`src/rtl/pipe_stage_reg_pkg.sv`:
```
// Shared types and constants for the pipeline stage register.
// Imported by pipe_stage_reg and pipe_sat_counter.
package pipe_pkg;

    typedef enum logic [1:0] {
        EMPTY = 2'd0,
        ONE   = 2'd1,
        TWO   = 2'd2
    } pipe_state_e;

    localparam int unsigned OCC_MAX = 2;
    localparam int unsigned OCC_W   = $clog2(OCC_MAX + 1);
    localparam int unsigned PERF_W  = 32;

endpackage

```
`src/rtl/pipe_stage_reg_if.sv`:
```
// Valid/ready stream carrying a held data word and a bubble-masked control word.
// The producer side uses the master modport, the consumer side the slave modport.
interface pipe_stage_reg_if #(
    parameter int unsigned DATA_W = 32,
    parameter int unsigned CTRL_W = 24
);

    logic              valid;
    logic              ready;
    logic [DATA_W-1:0] data;
    logic [CTRL_W-1:0] ctrl;

    modport master (output valid, output data, output ctrl, input  ready);
    modport slave  (input  valid, input  data, input  ctrl, output ready);

endinterface

```
`src/rtl/pipe_sat_counter.sv`:
```
// Saturating up-counter with asynchronous active-high reset.
// Used by pipe_stage_reg for its stall/bubble statistics (PIPE_STAGE_PERF_EN).
module pipe_sat_counter
    import pipe_pkg::*;
#(
    parameter int unsigned WIDTH = PERF_W
) (
    input  logic             clk,
    input  logic             Reset,
    input  logic             inc_i,
    output logic [WIDTH-1:0] count_o
);

    logic [WIDTH-1:0] cnt_q, cnt_d;

    always_comb begin
        cnt_d = cnt_q;
        if (inc_i && (cnt_q != {WIDTH{1'b1}})) begin
            cnt_d = cnt_q + WIDTH'(1);
        end
    end

    always_ff @(posedge clk or posedge Reset) begin
        if (Reset) begin
            cnt_q <= '0;
        end else begin
            cnt_q <= cnt_d;
        end
    end

    assign count_o = cnt_q;

endmodule

```
`src/rtl/pipe_stage_reg.sv`:
```
// Pipeline boundary register: valid/ready handshake, flush, optional 2-entry skid buffer.
// Define PIPE_STAGE_PERF_EN to add saturating stall_cnt/bubble_cnt outputs.
module pipe_stage_reg
    import pipe_pkg::*;
#(
    parameter int unsigned DATA_W = 32,
    parameter int unsigned CTRL_W = 24,
    parameter int unsigned SKID   = 1
) (
    input  logic                    clk,
    input  logic                    Reset,
    pipe_stage_reg_if.slave         in_if,
    pipe_stage_reg_if.master        out_if,
    input  logic                    flush,
    output logic [OCC_W-1:0]        occupancy
`ifdef PIPE_STAGE_PERF_EN
    ,
    output logic [PERF_W-1:0]       stall_cnt,
    output logic [PERF_W-1:0]       bubble_cnt
`endif
);

    pipe_state_e       state_q, state_d;
    logic [DATA_W-1:0] main_data_q, main_data_d;
    logic [CTRL_W-1:0] main_ctrl_q, main_ctrl_d;
    logic [DATA_W-1:0] skid_data_q, skid_data_d;
    logic [CTRL_W-1:0] skid_ctrl_q, skid_ctrl_d;

    logic out_valid;
    logic in_ready;
    logic push;
    logic pop;

    always_comb begin
        out_valid = (state_q != EMPTY);
        // With the skid buffer, in_ready is registered-state only, breaking the ready path.
        if (SKID != 0) begin
            in_ready = (state_q != TWO) && !Reset;
        end else begin
            in_ready = (!out_valid || out_if.ready) && !Reset;
        end
        push = in_if.valid && in_ready;
        pop  = out_valid && out_if.ready;
    end

    always_comb begin
        state_d     = state_q;
        main_data_d = main_data_q;
        main_ctrl_d = main_ctrl_q;
        skid_data_d = skid_data_q;
        skid_ctrl_d = skid_ctrl_q;

        if (flush) begin
            state_d = EMPTY;
        end else begin
            unique case (state_q)
                EMPTY: begin
                    if (push) begin
                        main_data_d = in_if.data;
                        main_ctrl_d = in_if.ctrl;
                        state_d     = ONE;
                    end
                end
                ONE: begin
                    if (push && pop) begin
                        main_data_d = in_if.data;
                        main_ctrl_d = in_if.ctrl;
                    end else if (push) begin
                        // Only reachable with SKID=1; SKID=0 never pushes into a stalled head.
                        skid_data_d = in_if.data;
                        skid_ctrl_d = in_if.ctrl;
                        state_d     = TWO;
                    end else if (pop) begin
                        state_d = EMPTY;
                    end
                end
                TWO: begin
                    if (pop) begin
                        main_data_d = skid_data_q;
                        main_ctrl_d = skid_ctrl_q;
                        state_d     = ONE;
                    end
                end
                default: state_d = EMPTY;
            endcase
        end
    end

    always_ff @(posedge clk or posedge Reset) begin
        if (Reset) begin
            state_q     <= EMPTY;
            main_data_q <= '0;
            main_ctrl_q <= '0;
            skid_data_q <= '0;
            skid_ctrl_q <= '0;
        end else begin
            state_q     <= state_d;
            main_data_q <= main_data_d;
            main_ctrl_q <= main_ctrl_d;
            skid_data_q <= skid_data_d;
            skid_ctrl_q <= skid_ctrl_d;
        end
    end

    assign in_if.ready  = in_ready;
    assign out_if.valid = out_valid;
    assign out_if.data  = main_data_q;
    // Bubbles must never carry live enables downstream.
    assign out_if.ctrl  = out_valid ? main_ctrl_q : '0;
    assign occupancy    = state_q;

`ifdef PIPE_STAGE_PERF_EN
    logic stall_inc;
    logic bubble_inc;

    assign stall_inc  = out_valid && !out_if.ready;
    assign bubble_inc = (!out_valid && !Reset) || flush;

    pipe_sat_counter #(
        .WIDTH (PERF_W)
    ) u_stall_cnt (
        .clk     (clk),
        .Reset   (Reset),
        .inc_i   (stall_inc),
        .count_o (stall_cnt)
    );

    pipe_sat_counter #(
        .WIDTH (PERF_W)
    ) u_bubble_cnt (
        .clk     (clk),
        .Reset   (Reset),
        .inc_i   (bubble_inc),
        .count_o (bubble_cnt)
    );
`endif

endmodule

```
`src/flat_wrapper.sv`:
```
// flat-port wrapper written by rule: the top's interface ports become plain ports
module pipe_stage_reg_flat import pipe_pkg::*;
#(
    parameter int unsigned DATA_W = 32,
    parameter int unsigned CTRL_W = 24,
    parameter int unsigned SKID   = 1
)
  (clk, Reset, flush, occupancy, in_if_valid, in_if_data, in_if_ctrl, in_if_ready, out_if_valid, out_if_data, out_if_ctrl, out_if_ready);
  pipe_stage_reg_if #(.DATA_W(DATA_W), .CTRL_W(CTRL_W)) in_if_i ();
  pipe_stage_reg_if #(.DATA_W(DATA_W), .CTRL_W(CTRL_W)) out_if_i ();
  input  logic clk;
  input  logic Reset;
  input  logic flush;
  output logic [OCC_W-1:0] occupancy;
  input wire logic [$bits(in_if_i.valid)-1:0] in_if_valid;
  input wire logic [$bits(in_if_i.data)-1:0] in_if_data;
  input wire logic [$bits(in_if_i.ctrl)-1:0] in_if_ctrl;
  output wire logic [$bits(in_if_i.ready)-1:0] in_if_ready;
  output wire logic [$bits(out_if_i.valid)-1:0] out_if_valid;
  output wire logic [$bits(out_if_i.data)-1:0] out_if_data;
  output wire logic [$bits(out_if_i.ctrl)-1:0] out_if_ctrl;
  input wire logic [$bits(out_if_i.ready)-1:0] out_if_ready;
  assign in_if_i.valid = in_if_valid;
  assign in_if_i.data = in_if_data;
  assign in_if_i.ctrl = in_if_ctrl;
  assign in_if_ready = in_if_i.ready;
  assign out_if_valid = out_if_i.valid;
  assign out_if_data = out_if_i.data;
  assign out_if_ctrl = out_if_i.ctrl;
  assign out_if_i.ready = out_if_ready;
  pipe_stage_reg #(.DATA_W(DATA_W), .CTRL_W(CTRL_W), .SKID(SKID)) u_core (.clk(clk), .Reset(Reset), .in_if(in_if_i), .out_if(out_if_i), .flush(flush), .occupancy(occupancy));
endmodule
```
`config.mk`:
```
export PLATFORM = sky130hd
export DESIGN_NAME = pipe_stage_reg_flat
export DESIGN_NICKNAME = d
export VERILOG_FILES = /design/src/rtl/pipe_stage_reg_pkg.sv /design/src/rtl/pipe_stage_reg_if.sv /design/src/rtl/pipe_sat_counter.sv /design/src/rtl/pipe_stage_reg.sv /design/src/flat_wrapper.sv
export SDC_FILE = /design/constraint.sdc
export NUM_CORES = 1
export LEC_CHECK = 0
export CAP_MARGIN = 20
export CORE_MARGIN = 2
export CORE_UTILIZATION = 50
export CTS_BUF_LIST = sky130_fd_sc_hd__clkbuf_8 sky130_fd_sc_hd__clkbuf_16
export CTS_CLUSTER_SIZE = 24
export DETAILED_ROUTE_END_ITERATION = 7
export PLACE_DENSITY = 0.8
export SLEW_MARGIN = 20
export SYNTH_ARGS = -nofsm -noshare
export SYNTH_HDL_FRONTEND = slang
export SYNTH_HIERARCHICAL = 1
export SYNTH_SLANG_ARGS = --single-unit
```
`constraint.sdc`:
```
create_clock -name clk -period 4.4 [get_ports clk]
set_input_delay 0.44 -clock clk [delete_from_list [all_inputs] [get_ports clk]]
set_output_delay 0.44 -clock clk [all_outputs]
set_load 0.01 [all_outputs]
```
# Word level (Yosys, flattened, before mapping)
# Cells that the tools add are included.
[totals]
regBits = 114
in_bits = 61
elab_cells = 44
[op_classes]
eq_ne = 10
muxes = 16
bitwise_logic = 2
n_reduce_logical = 11
[op_table]
columns = ["op", "n"]
rows = [
  ["2-to-1 mux 24 bit", 4],
  ["2-to-1 mux 32 bit", 3],
  ["one-hot mux 32 bit (3 select lines)", 1],
  ["one-hot mux 24 bit (3 select lines)", 1],
  ["2-to-1 mux 2 bit", 6],
  ["AND reduction 4 bit", 2],
  ["!= test 2 x 1 -> 1 bit, second input constant", 3],
  ["!= test 3 x 2 -> 1 bit, second input constant", 2],
  ["one-hot mux 2 bit (3 select lines)", 1],
  ["AND reduction 5 bit", 1],
  ["logical AND 1 bit", 4],
  ["!= test 4 x 2 -> 1 bit, second input constant", 1],
  ["!= test 3 bit, second input constant", 1],
  ["nonzero test 3 bit", 1],
  ["equality test 2 x 1 -> 1 bit, second input constant", 1],
  ["equality test 2 bit, second input constant", 1],
  ["logical NOT 2 bit", 1],
  ["!= test 2 bit, second input constant", 1],
  ["NOT 1 bit", 2],
  ["nonzero test 2 bit", 1],
  ["logical NOT 1 bit", 1],
]

# Depth between registers and ports, before layout
[depth]
word_depth = 7
depth_mapped = 7
ltp_nobuf = 4

# Worst setup path before layout
# Ideal clock, no wire load.
[synth_timing]
kind = "register to output"
startpoint = "register u_core.state_q[1] (netlist: u_core/occupancy[1])"
endpoint = "output port out_if_ctrl[10]"
arrival_time_ps = 1250
required_ps = 3960
setup_slack_ps = 2710
stages_incl_launch_ff = 5
path_buffers = 2
cell_sequence = "dfrtp_1 > buf_2 > nor2_1 > clkbuf_1 > nor2b_1"
[synth_between]
elab_chain_len = 2
[synth_rtl]
columns = ["item", "line", "text"]
rows = [
  ["from (decl)", "pipe_stage_reg.sv:23", "pipe_state_e state_q, state_d;"],
  ["from (signal assigned)", "pipe_stage_reg.sv:97", "state_q <= state_d;"],
  ["nonzero test 2 bit", "pipe_stage_reg.sv:35", "out_valid = (state_q != EMPTY);"],
  ["2-to-1 mux 24 bit", "pipe_stage_reg.sv:109", "assign out_if.ctrl = out_valid ? main_ctrl_q : '0;"],
  ["to (decl)", "flat_wrapper.sv:21", "output wire logic [$bits(out_if_i.ctrl)-1:0] out_if_ctrl;"],
]
# No other way between the ends.

# Worst setup path in the final report
[layout_timing]
startpoint = "register u_core.state_q[1] (netlist: u_core/occupancy[1])"
endpoint = "output port out_if_ctrl[9]"
# Same word-level chain as after synthesis.

==> out/metrics.yaml <==
run_status:
  status: "completed"
pwr:
  power_density_nw_per_um2: 466.2
  switchingPower_mw: 0.7785
  leakage_nw: 3.385
  p_clk_share_pct: 39.9
  vdd_drop_max_mv: 0.2135
  combPwrFrac_pct: 17.8
  p_seq_share_pct: 42.3
  internal_power_mw: 2.478
  p_sw_share_pct: 23.91
layout:
  layout.cells.non_filler: 670
  nets: 586
  syn2layout_area_growth_pct: 35.65
  fillers: 706
  insertedDiodeCount: 0
  drive_gt1_share_pct: 14.79
  multiInputGateArea_sq_um: 2137
  final_area_sq_um: 6984
  seq_area_sq_um: 2853
drt:
  drt_iter0_markers: 119
  first_pass_iters: 5
  drc: 0
  via_count: 3413
  wl_per_cell_um: 16.49
  totalWireLength_um: 11050
  drtAntennaViolNets: 0
  vias_per_cell: 5.094
clock_network:
  clock-sinks: 114
  insertion_delay_ns: 0.51
  clk_pin_slew_ns: 0.05
  postCtsHoldBufs: 0
  cts_resized: 0
  htreeDepth: 4
  numCtsBuffers: 17
  cts_root_buffer: "clkbuf_8"
  cts_tree: "built"
  cts_setup_buffers: 0
  clockBufferDepth: 2
place:
  dp_hpwl_um: 7110
  dp.cells: 642
  io_buffers: 120
  gp_congestion: 0.7789
  post_dp_cell_area_sq_um: 6421
synthesis:
  syn_nets: 470
  synth_xor_area_share_pct: 0
  synth_compound_area_share_pct: 6.002
  postSynth.asyncResetShare_pct: 100.0
  synthAdderAreaFrac_pct: 0
  synth_top_area_cell: "dfrtp_1"
  synth_area_per_cell_sq_um: 12.59
  synth.top_cell.area_share_pct: 55.41
  synth.area.mux_share_pct: 26.44
  synth-simple-area-share_pct: 8.408
  synth_warnings: 6
  ys_top_cells_by_area: "dfrtp_1 55%, mux2_4 12%, mux2i_1 11%"
  synth_area_sq_um: 5149
  yosysSeqAreaShare_pct: 55.41
  ys_types: 21
  synthCells: 409
  synth_most_common_cell: "dfrtp_1"
  synth_top_family_by_area: "multiplexers"
  ys_ff_latch: 114
  synth_flop_cell: "dfrtp_1"
  synth_edf_count: 0
  synthTopCellsByCount: "114 x dfrtp_1, 58 x mux2i_1, 56 x nand2_1, 56 x o21ai_1, 40 x mux2_4"
timing:
  grt_setup_unrepaired: "no"
  slew_headroom_pct: 25.37
  fmax_mhz: 338.5
  tns_ns: 0
  max_slew.worst_pin.slew_ns: 1.119
  slew_violations: 0
  min_period_ns: 2.954
  hold_viol: 0
  setup_violations: 0
  fin_worst_skew_ns: 0.005849
  period_share_pct: 67.15
worst_hold_path:
  min_path_type: "flip-flop to flip-flop"
flow_run:
  maxCapViolCount: 0
critical_path:
  slowest_stage: "nor2_2"
  crit_fanout: 25
  slowest_delay_ns: 0.82
  path_cells: "nor2_2 -> nor2b_1 -> clkdlybuf4s50_1"
  cp_top_family: "simple AND/OR/NAND/NOR gates"
  cp_num_buf_inv: 1
  critPathRequiredTime_ns: 3.96
  criticalPathCategory: "flip-flop to output pin"
  setup.worst_path.end_class: "output pin"
  cp-start-kind: "flip-flop"
  arrival_ns: 2.51
floorplanning:
  ioPinCount: 121
  fp.dieArea_sq_um: 11130
  die_y_um: 105.5
  rows: 37
  initial_utilization_pct: 50.78
  coreArea_sq_um: 10140
  die_w_um: 105.5
global_routing:
  grt_pass1_wl_um: 18030
  globalRouteTotalUtil_pct: 21.03
  grt_max_degree: 62
  grt-ovfl-total: 0
  first_global_vias: 3573
  antenna_found_initial: 0
[power by group through the flow]
stage	sequential [mW]	clock [mW]	combinational, mW
2_1_floorplan	1.38	0	0.295
3_3_place_gp	1.38	0	0.563
3_5_place_dp	1.38	0	0.584
4_1_cts	1.38	1.32	0.588
5_1_grt	1.40	1.37	0.632
6_report	1.38	1.30	0.579
[layer usage]
| layer | vias up | track usage, % | wire length [um] |
|---|---|---|---|
| met5 | - | 0 | 0 |
| li1 | 1630 | - | - |
| met4 | 0 | 6.667 | 68 |
| met1 | 1663 | 28.86 | 5156 |
| met2 | 112 | 31.71 | 5098 |
| met3 | 8 | 6.988 | 723 |
[kinds of logic (layout without fill, tap and decap cells)]
family          count (synthesis)  in the layout
mux                           114            114
flops                         114            114
simple gates                   92             92
compound gates                 59             59
buf+inv                        30            155
[final cells by class]
class                      count  area share, %
timing repair buffer         125          17.91
clock buffer                  22          6.915
clock inverter                 6          1.147
tap                          136          2.436
inverter                       2         0.1433
sequential                   114          40.85
multi-input combinational    265          30.60
[final timing paths]
path,slack [ns],endpoint,from,cells past startpoint
max,1.45,out_if_ctrl[9],u_core/occupancy[1],3
min,0.47,u_core/main_ctrl_q[12],u_core/main_ctrl_q[12],2
max reg2reg,2.06,u_core/skid_ctrl_q[13],u_core/occupancy[1],4
min reg2reg,0.47,u_core/main_ctrl_q[12],u_core/main_ctrl_q[12],2
max in group asynchronous,3.06,u_core/out_if.data[17],Reset,3
min in group asynchronous,0.49,u_core/skid_ctrl_q[4],Reset,2
[state kept, by name (all words and copies together), names as in the netlist]
register	cells
u_core/skid_data_q	32
u_core/occupancy	2
u_core/out_if.data	32
u_core/main_ctrl_q	24
u_core/skid_ctrl_q	24
[worst register-to-register path: cells and delay by family, from the launching register on]
family / cells / cell delay (ns)
buffers and inverters: 1 / 0.50
DFF: 1 / 0.48
muxes: 1 / 0.39
and+or+nand+nor: 2 / 0.85
[metrics by stage]
stage          setup WS [ns]  hold slack (ns)  utilization (%)  power, mW
3_5_place_dp           1.537           0.4696            63.33      1.967
5_1_grt                1.232           0.5004            68.89      3.405
3_3_place_gp           1.607           0.4597            63.33      1.939
4_1_cts                1.373           0.4811            68.89      3.288
2_1_floorplan         0.9443           0.4479                -      1.676
6_report               1.446           0.4746            68.89      3.256
[cells in the final DEF, fill, tap and decap left out, types with 2 or more instances in the layout]
master and instances:
buf_4 4, bufinv_16 2, clkbuf_16 16, clkbuf_8 6
clkdlybuf4s50_1 120, clkinv_2 4, dfrtp_1 114, mux2_1 16
mux2_4 40, mux2i_1 58, nand2_1 56, nor2_1 3
nor2b_1 25, o21ai_1 56
(Power assumes the default switching activity.)
